$ cat config.mk
export PLATFORM = sky130hd
export DESIGN_NAME = cell_display_pipe_flat
export DESIGN_NICKNAME = d
export VERILOG_FILES = /design/src/rtl/cell_display_pipe_if.sv /design/src/rtl/cell_display_pipe.sv /design/src/flat_wrapper.sv
export SDC_FILE = /design/constraint.sdc
export NUM_CORES = 1
export LEC_CHECK = 0
export ABC_AREA = 1
export BUFFER_PORTS_ARGS = -buffer_cell sky130_fd_sc_hd__buf_4
export CORE_ASPECT_RATIO = 0.7
export CORE_UTILIZATION = 25
export CTS_BUF_LIST = sky130_fd_sc_hd__clkbuf_4
export CTS_CLUSTER_DIAMETER = 60
export DETAILED_ROUTE_END_ITERATION = 7
export GPL_ROUTABILITY_DRIVEN = 0
export SYNTH_ARGS = -nofsm -noshare
export SYNTH_HDL_FRONTEND = slang
export SYNTH_SLANG_ARGS = --single-unit
export TNS_END_PERCENT = 20
$ cat constraint.sdc
create_clock -name clk -period 4.7 [get_ports clk]
set_input_delay 0.705 -clock clk [delete_from_list [all_inputs] [get_ports clk]]
set_output_delay 0.705 -clock clk [all_outputs]
set_load 0.05 [all_outputs]
$ cat src/rtl/cell_display_pipe_if.sv
// Pixel-side bus of the cell display pipe: scan pixels in, cell memory
// address/data, and the registered colour towards the VGA core.
interface cell_display_pipe_if #(
    parameter int ADDR_W = 8
);
    logic              scan_valid;
    logic [9:0]        scan_x;
    logic [9:0]        scan_y;
    logic [ADDR_W-1:0] cell_x;
    logic [ADDR_W-1:0] cell_y;
    logic              cell_state;
    logic              in_disp_area;
    logic              disp_valid;
    logic [11:0]       disp_value_RGB;

    // Scan source, cell memory and VGA core side
    modport master (
        output scan_valid, scan_x, scan_y, cell_state,
        input  cell_x, cell_y, in_disp_area, disp_valid, disp_value_RGB
    );

    // Display pipe side
    modport slave (
        input  scan_valid, scan_x, scan_y, cell_state,
        output cell_x, cell_y, in_disp_area, disp_valid, disp_value_RGB
    );
endinterface

$ cat src/rtl/cell_display_pipe.sv
// Maps VGA scan pixels to board cells, fetches the cell state, and produces
// a registered 12-bit colour. Zoomable, toroidally wrapped window, cursor
// blink counted in frames, configurable cell memory read latency.
`ifndef MODE_EDIT
`define MODE_EDIT 1'b1
`endif

module cell_display_pipe #(
    parameter int ADDR_W       = 8,
    parameter int PX_BOUND_LM  = 50,
    parameter int PX_BOUND_RM  = 400,
    parameter int PX_BOUND_UM  = 50,
    parameter int PX_BOUND_DM  = 400,
    parameter int MEM_LAT      = 1,
    parameter int ZOOM_MIN     = 3,
    parameter int ZOOM_MAX     = 7,
    parameter int BLINK_FRAMES = 30
) (
    input  logic              clk,
    input  logic              rst,
    input  logic              mode,
    input  logic              frame_start,
    input  logic [ADDR_W-1:0] win_x,
    input  logic [ADDR_W-1:0] win_y,
    input  logic [2:0]        zoom,
    input  logic              grid_en,
    input  logic [ADDR_W-1:0] cur_x,
    input  logic [ADDR_W-1:0] cur_y,
    cell_display_pipe_if.slave bus
);

    localparam int DW = 4 + 2 * ADDR_W;
    localparam int CW = (BLINK_FRAMES > 1) ? $clog2(BLINK_FRAMES) : 1;

    // Cell palette: red/green from the low cell coordinates, blue mixes both
    function automatic logic [11:0] color_generator(input logic [ADDR_W-1:0] x,
                                                    input logic [ADDR_W-1:0] y);
        return {4'(x), 4'(y), 4'(x ^ y)};
    endfunction

    logic [3:0]        zc;
    logic [9:0]        rel_x, rel_y, rem_mask;
    logic              in_a;
    logic              a_valid, a_in, a_rx0, a_ry0;
    logic [ADDR_W-1:0] a_cx, a_cy;
    logic [DW-1:0]     a_word, b_word;
    logic              b_valid, b_in, b_rx0, b_ry0;
    logic [ADDR_W-1:0] b_cx, b_cy;
    logic [11:0]       rgb_n;
    logic              in_q, valid_q;
    logic [11:0]       rgb_q;
    logic              blink_on;
    logic [CW-1:0]     frame_cnt;
    logic [ADDR_W-1:0] cur_prev_x, cur_prev_y;
    logic              cur_moved;

    // Clamp the requested zoom into the supported range
    always_comb begin
        zc = {1'b0, zoom};
        if (zc < 4'(ZOOM_MIN))
            zc = 4'(ZOOM_MIN);
        else if (zc > 4'(ZOOM_MAX))
            zc = 4'(ZOOM_MAX);
    end

    assign rel_x    = bus.scan_x - 10'(PX_BOUND_LM);
    assign rel_y    = bus.scan_y - 10'(PX_BOUND_UM);
    assign rem_mask = (10'd1 << zc) - 10'd1;
    assign in_a     = (bus.scan_x > 10'(PX_BOUND_LM)) & (bus.scan_x < 10'(PX_BOUND_RM)) &
                      (bus.scan_y > 10'(PX_BOUND_UM)) & (bus.scan_y < 10'(PX_BOUND_DM));

    // Stage A: cell address (wrapping on the board) plus per-pixel side info
    always_ff @(posedge clk) begin
        if (rst) begin
            a_valid <= 1'b0;
            a_in    <= 1'b0;
            a_rx0   <= 1'b0;
            a_ry0   <= 1'b0;
            a_cx    <= '0;
            a_cy    <= '0;
        end else begin
            a_valid <= bus.scan_valid;
            a_in    <= in_a;
            a_rx0   <= (rel_x & rem_mask) == 10'd0;
            a_ry0   <= (rel_y & rem_mask) == 10'd0;
            a_cx    <= win_x + ADDR_W'(rel_x >> zc);
            a_cy    <= win_y + ADDR_W'(rel_y >> zc);
        end
    end

    assign bus.cell_x = a_cx;
    assign bus.cell_y = a_cy;
    assign a_word     = {a_valid, a_in, a_rx0, a_ry0, a_cx, a_cy};

    generate
        if (MEM_LAT == 0) begin : g_no_dl
            assign b_word = a_word;
        end else begin : g_dl
            logic [DW-1:0] dl [0:MEM_LAT-1];
            // Hold pixel side info until the memory returns its cell state
            always_ff @(posedge clk) begin
                if (rst) begin
                    for (int i = 0; i < MEM_LAT; i++)
                        dl[i] <= '0;
                end else begin
                    dl[0] <= a_word;
                    for (int i = 1; i < MEM_LAT; i++)
                        dl[i] <= dl[i-1];
                end
            end
            assign b_word = dl[MEM_LAT-1];
        end
    endgenerate

    assign {b_valid, b_in, b_rx0, b_ry0, b_cx, b_cy} = b_word;

    // Colour priority: blank, grid, blinking cursor, live cell, dead cell
    always_comb begin
        rgb_n = 12'h000;
        if (!b_valid || !b_in)
            rgb_n = 12'h000;
        else if (grid_en && (b_rx0 || b_ry0))
            rgb_n = 12'h000;
        else if (mode == `MODE_EDIT && b_cx == cur_x && b_cy == cur_y && blink_on)
            rgb_n = 12'h0F0;
        else if (bus.cell_state)
            rgb_n = color_generator(b_cx, b_cy);
        else
            rgb_n = 12'hFFF;
    end

    // Stage B: registered outputs to the VGA core
    always_ff @(posedge clk) begin
        if (rst) begin
            valid_q <= 1'b0;
            in_q    <= 1'b0;
            rgb_q   <= 12'h000;
        end else begin
            valid_q <= b_valid;
            in_q    <= b_in;
            rgb_q   <= rgb_n;
        end
    end

    assign bus.disp_valid     = valid_q;
    assign bus.in_disp_area   = in_q;
    assign bus.disp_value_RGB = rgb_q;

    assign cur_moved = (cur_x != cur_prev_x) || (cur_y != cur_prev_y);

    // Cursor blink: toggle every BLINK_FRAMES frames, restart lit when the cursor moves
    always_ff @(posedge clk) begin
        if (rst) begin
            blink_on   <= 1'b1;
            frame_cnt  <= '0;
            cur_prev_x <= cur_x;
            cur_prev_y <= cur_y;
        end else begin
            cur_prev_x <= cur_x;
            cur_prev_y <= cur_y;
            if (mode != `MODE_EDIT) begin
                blink_on  <= 1'b1;
                frame_cnt <= '0;
            end else if (cur_moved) begin
                blink_on  <= 1'b1;
                frame_cnt <= '0;
            end else if (frame_start) begin
                if (frame_cnt == CW'(BLINK_FRAMES - 1)) begin
                    blink_on  <= ~blink_on;
                    frame_cnt <= '0;
                end else begin
                    frame_cnt <= frame_cnt + 1'b1;
                end
            end
        end
    end

endmodule

$ cat src/flat_wrapper.sv
// flat-port wrapper written by rule: the top's interface ports become plain ports
module cell_display_pipe_flat 
#(
    parameter int ADDR_W       = 8,
    parameter int PX_BOUND_LM  = 50,
    parameter int PX_BOUND_RM  = 400,
    parameter int PX_BOUND_UM  = 50,
    parameter int PX_BOUND_DM  = 400,
    parameter int MEM_LAT      = 1,
    parameter int ZOOM_MIN     = 3,
    parameter int ZOOM_MAX     = 7,
    parameter int BLINK_FRAMES = 30
)
  (clk, rst, mode, frame_start, win_x, win_y, zoom, grid_en, cur_x, cur_y, bus_scan_valid, bus_scan_x, bus_scan_y, bus_cell_state, bus_cell_x, bus_cell_y, bus_in_disp_area, bus_disp_valid, bus_disp_value_RGB);
  cell_display_pipe_if #(.ADDR_W(ADDR_W)) bus_i ();
  input  logic clk;
  input  logic rst;
  input  logic mode;
  input  logic frame_start;
  input  logic [ADDR_W-1:0] win_x;
  input  logic [ADDR_W-1:0] win_y;
  input  logic [2:0] zoom;
  input  logic grid_en;
  input  logic [ADDR_W-1:0] cur_x;
  input  logic [ADDR_W-1:0] cur_y;
  input wire logic [$bits(bus_i.scan_valid)-1:0] bus_scan_valid;
  input wire logic [$bits(bus_i.scan_x)-1:0] bus_scan_x;
  input wire logic [$bits(bus_i.scan_y)-1:0] bus_scan_y;
  input wire logic [$bits(bus_i.cell_state)-1:0] bus_cell_state;
  output wire logic [$bits(bus_i.cell_x)-1:0] bus_cell_x;
  output wire logic [$bits(bus_i.cell_y)-1:0] bus_cell_y;
  output wire logic [$bits(bus_i.in_disp_area)-1:0] bus_in_disp_area;
  output wire logic [$bits(bus_i.disp_valid)-1:0] bus_disp_valid;
  output wire logic [$bits(bus_i.disp_value_RGB)-1:0] bus_disp_value_RGB;
  assign bus_i.scan_valid = bus_scan_valid;
  assign bus_i.scan_x = bus_scan_x;
  assign bus_i.scan_y = bus_scan_y;
  assign bus_i.cell_state = bus_cell_state;
  assign bus_cell_x = bus_i.cell_x;
  assign bus_cell_y = bus_i.cell_y;
  assign bus_in_disp_area = bus_i.in_disp_area;
  assign bus_disp_valid = bus_i.disp_valid;
  assign bus_disp_value_RGB = bus_i.disp_value_RGB;
  cell_display_pipe #(.ADDR_W(ADDR_W), .PX_BOUND_LM(PX_BOUND_LM), .PX_BOUND_RM(PX_BOUND_RM), .PX_BOUND_UM(PX_BOUND_UM), .PX_BOUND_DM(PX_BOUND_DM), .MEM_LAT(MEM_LAT), .ZOOM_MIN(ZOOM_MIN), .ZOOM_MAX(ZOOM_MAX), .BLINK_FRAMES(BLINK_FRAMES)) u_core (.clk(clk), .rst(rst), .mode(mode), .frame_start(frame_start), .win_x(win_x), .win_y(win_y), .zoom(zoom), .grid_en(grid_en), .cur_x(cur_x), .cur_y(cur_y), .bus(bus_i));
endmodule
==> metrics.md, run 1 <==
| Metric | Value |
|---|---|
| Most common cell on crit path | `nand2_1` |
| Vias in the first global route | `~3900` |
| Power density cells | `just over 300 mW/mm²` |
| F_max | `366 MHz` |
| CTS tree | `done` |
| Clock transition at the registers of the reported paths | `approximately 0.12 ns` |
| Post-Synthesis Cells | `between 600 and 700` |
| Share of flip-flops with an asynchronous set or reset | `0%` |
| Worst path cell trace | `buf_4 -> inv_2 -> nor2_2 -> nand2_2 -> o211ai_1 -> nand2_1 -> nand3_1 -> inv_1 -> ha_1 -> inv_1 -> fa_1 -> o21ai_0 -> nand2_1 -> nand2_1 -> a21oi_1 -> nand2_1 -> nand2_1 -> nor2_1` |
| Final Skew | `approximately 0.013 ns` |
| Crit path largest cell delay | `about 0.4 ns` |
| Leak Pwr | `between 2 and 3 nW` |
| Global Route Usage Sum | `between 10 and 15%` |
| Clock buffer depth | `2` |
| H-Tree Depth | `3` |
| Root buf cell | `clkbuf_4` |
| Diodes inserted | `0` |
| DRT antenna net count | `0` |
| Max Cap Viol | `0` |
| Pins Over Slew Limit | `0` |
| Post-layout min period | `2.73 ns` |
| I/O pins | `92` |
| Num CTS Buffers | `9` |
| Die extent in x | `approximately 160 µm` |
| Largest net degree at the start of global routing | `33` |
| Vias | `just under 4000` |
| Pre-antenna DRT Iters | `5` |
| Setup TNS Final | `0 ns` |
| Slowest-stage cell, CP | `nor2_2` |
| Worst EP arrival | `between 3 and 4 ns` |
| WL/cell | `around 12 µm` |
| Final Hold Viols | `0` |
| Gr ovfl total | `0` |
| Initial DRC Count | `a little under 300` |
| Synth Flop Type | `dfxtp_1` |
| Row cnt | `39` |
| Syn Std Cell Area | `about 0.0042 mm²` |
| Layout Cells excl Fill | `between 900 and 1000` |
| Residual DRC | `0` |
| Worst-Skew Late Latency | `about 0.43 ns` |
| RSZ-0062 raised after global routing | `false` |
| Vias per cell | `between 4 and 5` |
| Status | `completed` |
| Yosys warns | `0` |
| WP data required | `5.03 ns` |
| WL final | `between 10000 and 15000 µm` |
| Synth cell types | `38` |
| Antenna violations before repair | `0` |
| Final period util | `around 58%` |
| HPWL Detailed | `approximately 9300 µm` |
| Layout Nets | `around 800` |
| Initial Utilization | `25.7%` |
| First-pass GRT wire length | `roughly 19000 µm` |
| Worst min path class | `in -> reg` |
| PortBufs | `91` |
| Chip Height | `about 110 µm` |
| FF+latch count, synth | `76` |
| VDD IR max | `~140 µV` |
| Post-cts sizing count | `0` |
| Placed Instances | `922` |
| Final setup violation count | `0` |
| Core Box Area | `0.0164 mm²` |
| CP Class | `in -> reg` |
| Clock sinks | `between 70 and 80` |
| Post-synthesis sequential area ratio | `a little over a third` |
| Die ar. | `0.0174 mm²` |
| Crit-path max FO | `13` |
| Layout cells sized above 1 | `between 10% and 20%` |
| Number of flops mapped to enable cells by yosys | `0` |
| # Post-CTS Setup Buffers | `0` |
| # hold bufs at CTS | `0` |
| Crit. End Element | `flop` |
| Area growth syn-to-layout | `26.1%` |
| Mean post-synth cell area | `6.86 µm²` |
| Worst setup SP type | `primary input` |
cells by family after synthesis:
logic type,Yosys count,share of synthesized area [%]
multiplexers,1,0.238
XOR/XNOR,20,4.16
flip-flops,76,36.1
other,1,0.0890
AND/OR/NAND/NOR,304,31.3
buffers and inverters,111,10.3
AO/OA/AOI/OAI,76,10.0
adder cells (fa/ha/maj),25,7.78
registers in the layout (all words and copies together) (netlist names):
register and cells:
u_core.g_dl.dl 20, u_core.a_rx0 1, u_core.a_ry0 1, u_core.bus.disp_value_RGB 12, u_core.bus.in_disp_area 1, u_core.frame_cnt 5, u_core.a_in 1, u_core.a_valid 1
u_core.bus.disp_valid 1, u_core.bus.cell_y 8, u_core.blink_on 1, u_core.cur_prev_y 8, u_core.bus.cell_x 8, u_core.cur_prev_x 8
per-stage QoR:
step / hold slack, ns / power, mW / setup WS [ns] / util (%) / area [µm²]
2_1_floorplan: 0.388 / 1.02 / 1.92 / - / 4220
3_3_place_gp: 0.393 / 1.17 / 1.60 / 31.3 / 5130
3_5_place_dp: 0.393 / 1.17 / 1.54 / 31.3 / 5130
4_1_cts: 0.348 / 1.67 / 2.01 / 32.4 / 5310
5_1_grt: 0.333 / 1.76 / 1.70 / 32.4 / 5310
6_report: 0.380 / 1.65 / 1.97 / 32.4 / 5310
final cells by class:
type,count,area [µm²]
fillers,1805,11100
multi-input cells,428,2260
flip-flops and latches,76,1520
repair buffers,91,683
inverters,102,383
well taps,225,282
clock inverters,7,115
clock buffers,9,67.6
critical path, delay by kind of cell:
family | cells | cell delay (ns)
AO/OA/AOI/OAI | 3 | 0.50
AND/OR/NAND/NOR | 9 | 1.03
adder cells (fa/ha/maj) | 2 | 0.38
buffers and inverters | 4 | 0.46
path summary, 6_finish.rpt:
check                       start                      endpoint  slack, ns  depth (start not counted)
min                      cur_y[1]          u_core.cur_prev_y[1]       0.38                          1
min reg2reg          u_core.a_rx0         u_core.g_dl.dl[0][17]       0.41                          2
max                       zoom[2]          u_core.bus.cell_x[6]       1.97                         18
max reg2reg  u_core.g_dl.dl[0][3]  u_core.bus.disp_value_RGB[2]       3.31                          6
cell usage after synthesis (2+ instances only):
cell type	number	share of area, %
nor2_2	2	0.30
o22ai_1	6	0.89
buf_4	2	0.36
o21ai_0	22	2.6
xnor2_1	9	1.9
nand2_2	6	0.89
a21oi_1	35	4.2
nand3b_1	2	0.36
ha_1	23	6.8
inv_2	7	0.62
nand2_1	125	11
nor2_1	87	7.7
o211ai_1	5	0.89
nand3_1	57	6.8
nor3_1	8	0.95
and2_1	2	0.30
xor2_1	11	2.3
o31a_1	2	0.42
nand3_2	3	0.71
fa_1	2	0.95
buf_2	2	0.24
dfxtp_1	76	36
nand4_1	9	1.3
inv_1	95	8.5
clkbuf_1	3	0.27
where the power goes:
| part | switching [mW] | internal [mW] | total, mW | leakage [nW] |
|---|---|---|---|---|
| logic | 0.276 | 0.160 | 0.436 | 1.92 |
| registers | 0.0300 | 0.688 | 0.718 | 0.627 |
| clock network | 0.229 | 0.267 | 0.496 | 0.0919 |
metal layers:
metal / part of all wire [%] / global-route usage (%) / vias up
li1: - / - / 2135
met2: 41 / 20.1 / 95
met3: 9.3 / 5.26 / 6
met1: 49 / 19.2 / 1741
met4: 0.61 / 2.98 / 0
met5: 0 / 0 / -
cell usage in the layout, fill, tap and decap left out, types with 5 or more instances in the layout:
master    instances
nor3_1            8
o21ai_0          22
inv_1            95
o211ai_1          5
nand3_1          57
a21oi_1          35
dfxtp_1          76
nand4_1           9
nand2_1         125
nand2_2           6
nor2_1           87
clkbuf_4          9
buf_4            91
o22ai_1           6
inv_2             7
xor2_1           11
ha_1             23
xnor2_1           9
(Power assumes the default switching activity.)
==> run 2: changes to the inputs <==
- ABC_AREA: 1 -> 0
- clock period: 4.7 -> 2.2 ns (I/O delays scaled with it)
==> run 2 against run 1 <==
Compared with the run above:
- the flow now finishes with violations (setup timing)
- register-to-register slack got worse by 2.9 ns
- synthesized cell count decreased by 26%
- clock power up 57%
- die area shrank 4.5%
- via count fell by 2.0%
- final area up 14%
- critical path depth shrank 3
- first-iteration DRC count fell by 45%
- sequential share of layout area fell by 3.5 points
- critical path type unchanged
- critical endpoint is now u_core.bus.cell_x[7]
==> metrics.md, run 2 <==
| Metric | Value |
|---|---|
| Vias per cell | `4.62 (+9.1%)` |
| DRT antenna net count | `0 (unchanged)` |
| Worst path cell trace | `buf_4 -> inv_4 -> ha_4 -> nor2b_4 -> buf_4 -> nor2_1 -> nor3_2 -> o32a_1 -> o221ai_1 -> ha_1 -> o21ai_0 -> a21oi_1 -> o31a_1 -> o21a_1 -> nor3_1` |
| Pins Over Slew Limit | `0 (unchanged)` |
| Largest net degree at the start of global routing | `44 (+33%)` |
| Crit-path max FO | `3 (-10)` |
| Residual DRC | `0 (unchanged)` |
| HPWL Detailed | `9740 µm (+4.3%)` |
| Layout cells sized above 1 | `36.4% (+18 points)` |
| Final setup violation count | `8 (+8)` |
| Crit. End Element | `flop` |
| Worst min path class | `in -> reg` |
| Area fraction of the dominant cell type after synthesis | `37.8% (+1.7 points)` |
| F_max | `about 400 MHz` |
| Most flops, register | `u_core.g_dl.dl` |
| Hold_sp | `rst` |
| Most frequent cell after synthesis | `dfxtp_1` |
| Number of flops mapped to enable cells by yosys | `0 (unchanged)` |
| Synth Flop Type | `dfxtp_1` |
| First-pass GRT wire length | `19500 µm (+3.9%)` |
| Final period util | `113%` |
| Syn Std Cell Area | `0.00402 mm² (-4.6%)` |
| Area growth syn-to-layout | `50.4%` |
| Synth cell types | `50 (+32%)` |
| Layout Cells excl Fill | `843 (-10%)` |
| Post-synthesis sequential area ratio | `37.8% (+1.7 points)` |
| Final Hold Viols | `0 (unchanged)` |
| Clock transition at the registers of the reported paths | `0.14 ns (+0.02 ns)` |
| Delay-heaviest family, CP | `compound AO/OA/AOI/OAI gates` |
| Crit path largest cell delay | `0.33 ns (-0.08 ns)` |
| Sum of buffers and inverters on the critical path | `3 (-1)` |
| Post-layout min period | `roughly 2.5 ns` |
| Worst EP arrival | `2.85 ns (-0.21 ns)` |
| Most frequent cells in the layout | `164 x buf_4, 76 x dfxtp_1, 33 x nor2_1` |
| Global Route Usage Sum | `15.1% (+1.2 points)` |
| I/O pins | `92 (unchanged)` |
| Gr ovfl total | `0 (unchanged)` |
| Initial DRC Count | `162 (-45%)` |
| Synth area leader | `dfxtp_1` |
| Fin util | `38.8% (+6.3 points)` |
| Die extent in x | `154 µm (-2.3%)` |
| WL final | `12200 µm (+8.5%)` |
| CTS tree | `done` |
| Chip Height | `108 µm (-2.3%)` |
| WL/cell | `14.5 µm (+21%)` |
| Worst r2r path cells | `5 (-1)` |
| Worst-Skew Late Latency | `0.43 ns (about the same)` |
| H-Tree Depth | `3 (unchanged)` |
| Slew @ Worst Pin | `0.546 ns` |
| Leak Pwr | `2.57 nW (-2.7%)` |
| CP Class | `in -> reg` |
| Layout Nets | `725 (-8.8%)` |
| R2R setup slack | `0.39 ns (-2.92 ns)` |
| Final Skew | `0.0176 ns (+0.00429 ns)` |
| Power density cells | `593 mW/mm² (+91%)` |
| Post-synth top cells | `76 x dfxtp_1, 34 x nor2_1, 33 x xor2_1, 32 x nor2b_1` |
| Fill cell count | `1603 (-11%)` |
| Post-Synthesis Cells | `455 (-26%)` |
| Max Cap Viol | `0 (unchanged)` |
| Vias in the first global route | `3955 (+2.2%)` |
| Most common cell on crit path | `buf_4` |
| Post-place instance area | `0.00552 mm² (+7.6%)` |
| R2R Path Start | `u_core.g_dl.dl[0][2]` |
| Pre-antenna DRT Iters | `4 (-1)` |
| VDD IR max | `230 µV (+61%)` |
| Row cnt | `38 (-2.6%)` |
| Root buf cell | `clkbuf_4` |
| Rel. slew slack | `between 60% and 70%` |
| Top cells by area, synth | `dfxtp_1 38%, xor2_1 7.2%, ha_1 7.2%` |
| Diodes inserted | `0 (unchanged)` |
| Slowest-stage cell, CP | `o32a_1` |
| Placed Instances | `802 (-13%)` |
| Antenna violations before repair | `0 (unchanged)` |
| Yosys warns | `0 (unchanged)` |
| Post-route design area | `0.00604 mm² (+14%)` |
| Share of flip-flops with an asynchronous set or reset | `0% (unchanged)` |
| Final setup margin | `-0.279 ns (-2.25 ns)` |
| Commonest non-fill, non-tap cell in the layout | `buf_4` |
| Worst Hold Depth | `2 (+1)` |
| Clock buffer depth | `2 (unchanged)` |
| Largest register FFs | `20 (unchanged)` |
| Min-Delay Endpoint | `u_core.g_dl.dl[0][9]` |
| Initial Utilization | `25.8% (+0.076 points)` |
| Vias | `3898 (-2.0%)` |
| Critical R2R Capture | `u_core.bus.disp_value_RGB[4]` |
| Num CTS Buffers | `9 (unchanged)` |
| RSZ-0062 raised after global routing | `true` |
| WP data required | `2.57 ns (-2.46 ns)` |
| Failing checks | `setup timing` |
| Core Box Area | `0.0156 mm² (-4.9%)` |
| Die ar. | `0.0166 mm² (-4.5%)` |
| Status | `finished, violations left` |
| Mean post-synth cell area | `8.84 µm² (+29%)` |
| Clock sinks | `76 (unchanged)` |
| Worst setup SP type | `primary input` |
| FF+latch count, synth | `76 (unchanged)` |
| PortBufs | `91 (unchanged)` |
## run 2: report_power, final
part | total [mW] | internal (mW) | switching (mW)
Clock | 0.777 | 0.246 | 0.531
Sequential | 1.56 | 1.48 | 0.0824
Combinational | 1.25 | 0.586 | 0.663
## run 2: worst max path at each step
stage / from / endpoint / slack (ns) / cells past startpoint
after floorplan: bus_scan_y[2] / u_core.bus.cell_y[6] / -0.41 / 15
after global placement: bus_scan_y[2] / u_core.bus.cell_y[6] / -0.71 / 16
after detailed placement: bus_scan_y[2] / u_core.bus.cell_y[6] / -0.81 / 16
after CTS: bus_scan_x[2] / u_core.bus.cell_x[7] / -0.19 / 14
after global routing: bus_scan_y[2] / u_core.bus.cell_y[6] / -0.35 / 12
final: bus_scan_x[2] / u_core.bus.cell_x[7] / -0.28 / 15
## run 2: worst reg2reg max path: stages, from the launching register on
cell and delay, ns:
dfxtp_1 0.48, xor2_1 0.13, nor4_1 0.31, nand3_1 0.12
or4b_4 0.52, a31oi_1 0.20
## run 2: layer usage
metal  vias to the layer above  track usage, %  share of wire (%)
li1                       1968               -                  -
met1                      1791            19.8                 49
met2                       123            24.4                 44
met3                        16            3.57                5.5
met4                         0            4.86                1.9
met5                         -               0                  0
## run 2: final cells by class
class	instances	area (µm²)	share of cell area, %
Clock buffer	9	67.6	1.12
Clock inverter	7	58.8	0.973
Inverter	25	111	1.84
Multi-Input combinational cell	343	2600	43.0
Sequential cell	76	1520	25.2
Tap cell	200	250	4.14
Timing Repair Buffer	183	1430	23.7
## run 2: kinds of logic after synthesis
group | Yosys count | share of synthesized area [%]
xor+xnor | 58 | 12.6
other cells | 1 | 0.0933
compound gates | 92 | 15.2
fa+ha+maj | 25 | 8.15
mux | 3 | 0.778
buf+inv | 37 | 3.52
simple gates | 163 | 21.8
flops | 76 | 37.8
## run 2: repair_timing
item / in CTS / in global routing
gates resized for setup: 16 / 20
setup endpoints to repair: 8 / 11
hold buffers: 16 / 0
pin swaps: 21 / 18
buffers inserted: 7 / 2
hold endpoints to repair: 16 / 0
## run 2: through the flow
step	worst slack [ns]	TNS, ns	hold WS, ns	power, mW
2_1_floorplan	-0.409	-2.46	0.358	2.23
3_3_place_gp	-0.712	-7.01	0.431	2.71
3_5_place_dp	-0.806	-7.90	0.437	2.73
4_1_cts	-0.187	-0.818	0.0448	3.59
5_1_grt	-0.348	-2.19	0.0454	3.80
6_report	-0.279	-1.26	0.0977	3.59
==> run 3: changes to the inputs <==
- ABC_AREA: 0 -> default
- CORE_MARGIN: default -> 2
==> run 3 against run 2 <==
Compared with the run above:
- the run still ends with setup timing left
- combinational power is 3% higher
- critical path depth stayed put
- global-route usage is 0.43 points lower
- sequential power hardly changed
- clock-buffer cell count is 1 higher
- clock skew is 0.00054 ns higher
- maximum frequency is 2.7% higher
- worst setup slack better by 0.066 ns
- flip-flop and latch count stayed put
- final area is 2.8% higher
- critical path type unchanged
==> metrics.md, run 3 (synthesized netlist as in run 2, its figures left out) <==
| Metric | Value |
|---|---|
| Status | `finished, violations left` |
| Failing checks | `setup timing` |
| Final period util | `110% (-3.0 points)` |
| Global Route Usage Sum | `14.6% (-0.43 points)` |
| VDD IR max | `247 µV (+7.2%)` |
| Clock buffer depth | `2 (unchanged)` |
| Crit. End Element | `flop` |
| Chip Height | `110 µm (+1.9%)` |
| Clock sinks | `76 (unchanged)` |
| Final Hold Viols | `0 (unchanged)` |
| Slowest-stage cell, CP | `o32a_1` |
| R2R setup slack | `0.44 ns (+0.05 ns)` |
| Layout cells sized above 1 | `38.2% (+1.8 points)` |
| Clock transition at the registers of the reported paths | `0.13 ns (about the same)` |
| Leak Pwr | `2.64 nW (+2.8%)` |
| Min Hold Slack | `0.0959 ns (-0.00185 ns)` |
| Worst EP arrival | `2.78 ns (-0.07 ns)` |
| I/O pins | `92 (unchanged)` |
| Crit path largest cell delay | `0.40 ns (+0.07 ns)` |
| WP data required | `2.57 ns (about the same)` |
| Commonest non-fill, non-tap cell in the layout | `buf_4` |
| F_max | `414 MHz (+2.7%)` |
| Pre-antenna DRT Iters | `4 (unchanged)` |
| Antenna violations before repair | `0 (unchanged)` |
| Final setup margin | `-0.213 ns (+0.0662 ns)` |
| Die extent in x | `156 µm (+1.3%)` |
| Crit-path max FO | `4 (+1)` |
| CP Class | `in -> reg` |
| Pins Over Slew Limit | `0 (unchanged)` |
| WL final | `12300 µm (+0.38%)` |
| Sum of buffers and inverters on the critical path | `3 (unchanged)` |
| First-pass GRT wire length | `19400 µm (-0.53%)` |
| Core Box Area | `0.0156 mm² (unchanged)` |
| Initial Utilization | `25.8% (unchanged)` |
| PortBufs | `91 (unchanged)` |
| DRT antenna net count | `0 (unchanged)` |
| R2R Path Start | `u_core.g_dl.dl[0][2]` |
| Most common cell on crit path | `ha_4` |
| Worst-Skew Late Latency | `0.43 ns (about the same)` |
| Fin util | `39.9% (+1.1 points)` |
| Most frequent cells in the layout | `160 x buf_4, 76 x dfxtp_1, 32 x xor2_1, 32 x nor2_1, 27 x nor2b_1` |
| Largest net degree at the start of global routing | `49 (+11%)` |
| H-Tree Depth | `3 (unchanged)` |
| WL/cell | `14.5 µm (about the same)` |
| Worst setup SP type | `primary input` |
| Largest register FFs | `20 (unchanged)` |
| Area growth syn-to-layout | `54.6%` |
| Max Cap Viol | `0 (unchanged)` |
| HPWL Detailed | `9720 µm (-0.23%)` |
| CP endpoint | `u_core.bus.cell_x[7]` |
| Diodes inserted | `0 (unchanged)` |
| Setup TNS Final | `-0.964 ns (+0.291 ns)` |
| Vias | `3877 (-0.54%)` |
| Fill cell count | `1536 (-4.2%)` |
| Post-layout min period | `2.41 ns (-0.0662 ns)` |
| Power density cells | `614 mW/mm² (+3.4%)` |
| Row cnt | `38 (unchanged)` |
| Die ar. | `0.0171 mm² (+3.2%)` |
| Slew @ Worst Pin | `0.547 ns (+0.000583 ns)` |
| Final Skew | `0.0182 ns (+0.000541 ns)` |
| Vias in the first global route | `3836 (-3.0%)` |
| Gr ovfl total | `0 (unchanged)` |
| Root buf cell | `clkbuf_4` |
| Layout Nets | `728 (+0.41%)` |
| Num CTS Buffers | `9 (unchanged)` |
| Cell depth of the worst setup path | `15 (unchanged)` |
| FF+latch area | `0.00152 mm² (unchanged)` |
| Most flops, register | `u_core.g_dl.dl` |
| Worst r2r path cells | `5 (unchanged)` |
| Rel. slew slack | `63.1% (about the same)` |
| Worst setup startpoint | `bus_scan_x[1]` |
| Delay-heaviest family, CP | `compound AO/OA/AOI/OAI gates` |
| Area of the multi-input gates | `0.00267 mm² (+2.8%)` |
| Final setup violation count | `6 (-2)` |
| Worst path cell trace | `buf_6 -> inv_2 -> ha_4 -> nor2b_4 -> buf_4 -> nor2_4 -> nor3_2 -> o32a_1 -> o221ai_2 -> ha_4 -> o21ai_0 -> a21oi_1 -> o31a_1 -> o21a_1 -> nor3_1` |
| RSZ-0062 raised after global routing | `true` |
| Residual DRC | `0 (unchanged)` |
| CTS tree | `done` |
| Worst min path class | `in -> reg` |
| Vias per cell | `4.58 (-0.89%)` |
| Initial DRC Count | `193 (+19%)` |
| Critical R2R Capture | `u_core.bus.disp_value_RGB[7]` |
[run 3: cell count changes in the layout (fill, tap and decap cells not counted), moves of 2 or more]
cell and change:
buf_4 -4, buf_6 +5, bufinv_16 +2, clkinv_4 +2
clkinvlp_4 -3, ha_1 -2, inv_6 -2, nor2_4 +2
nor2b_1 -2, nor2b_2 +2, o21ai_1 -6, o21ai_2 +7
[run 3: layout make-up]
cell class              instances  share of cell area, %
multi-input cells             343                   43.0
flip-flops and latches         76                   24.5
repair buffers                186                   24.1
well taps                     200                   4.03
inverters                      25                   1.79
clock inverters                 6                   1.43
clock buffers                  10                   1.21
[run 3: what timing repair did]
item | 4_1_cts | 5_1_grt
endpoints found under the hold margin | 11 | 5
resized for setup | 44 | 16
setup buffers | 12 | 2
hold buffers | 11 | 5
cloned | 0 | 0
endpoints found under the setup margin | 8 | 8
pin swaps | 34 | 14
[run 3: through the flow]
stage | setup slack (ns) | std cells | instance area (µm²) | power [mW]
after detailed placement | -0.810 | 800 | 5520 | 2.72
after CTS | -0.115 | 839 | 6070 | 3.81
final | -0.213 | 846 | 6220 | 3.82
after global placement | -0.719 | 800 | 5520 | 2.71
after global routing | -0.273 | 846 | 6220 | 4.04
after floorplan | -0.409 | 456 | 4130 | 2.23
[run 3: how the worst min path moves through the flow]
stage                     cells after the start               endpoint      startpoint
after detailed placement                      1  u_core.g_dl.dl[0][18]     u_core.a_in
final                                         2         u_core.a_valid  bus_scan_valid
after CTS                                     1   u_core.cur_prev_y[7]        cur_y[7]
after global placement                        1  u_core.g_dl.dl[0][17]    u_core.a_rx0
after floorplan                               0   u_core.cur_prev_x[0]        cur_x[0]
after global routing                          2         u_core.a_valid  bus_scan_valid
[run 3: power by group]
group	total (mW)	internal (mW)	switching, mW	leakage (nW)
Clock	0.965	0.473	0.492	0.0842
Sequential	1.56	1.48	0.0832	0.627
Combinational	1.29	0.617	0.672	1.93
[run 3: routing by layer]
metal | vias up | wire (µm) | track usage (%)
met4 | 0 | 93 | 3.47
li1 | 1973 | - | -
met2 | 100 | 5510 | 23.9
met3 | 9 | 696 | 3.64
met5 | - | 0 | 0
met1 | 1795 | 5980 | 19.6
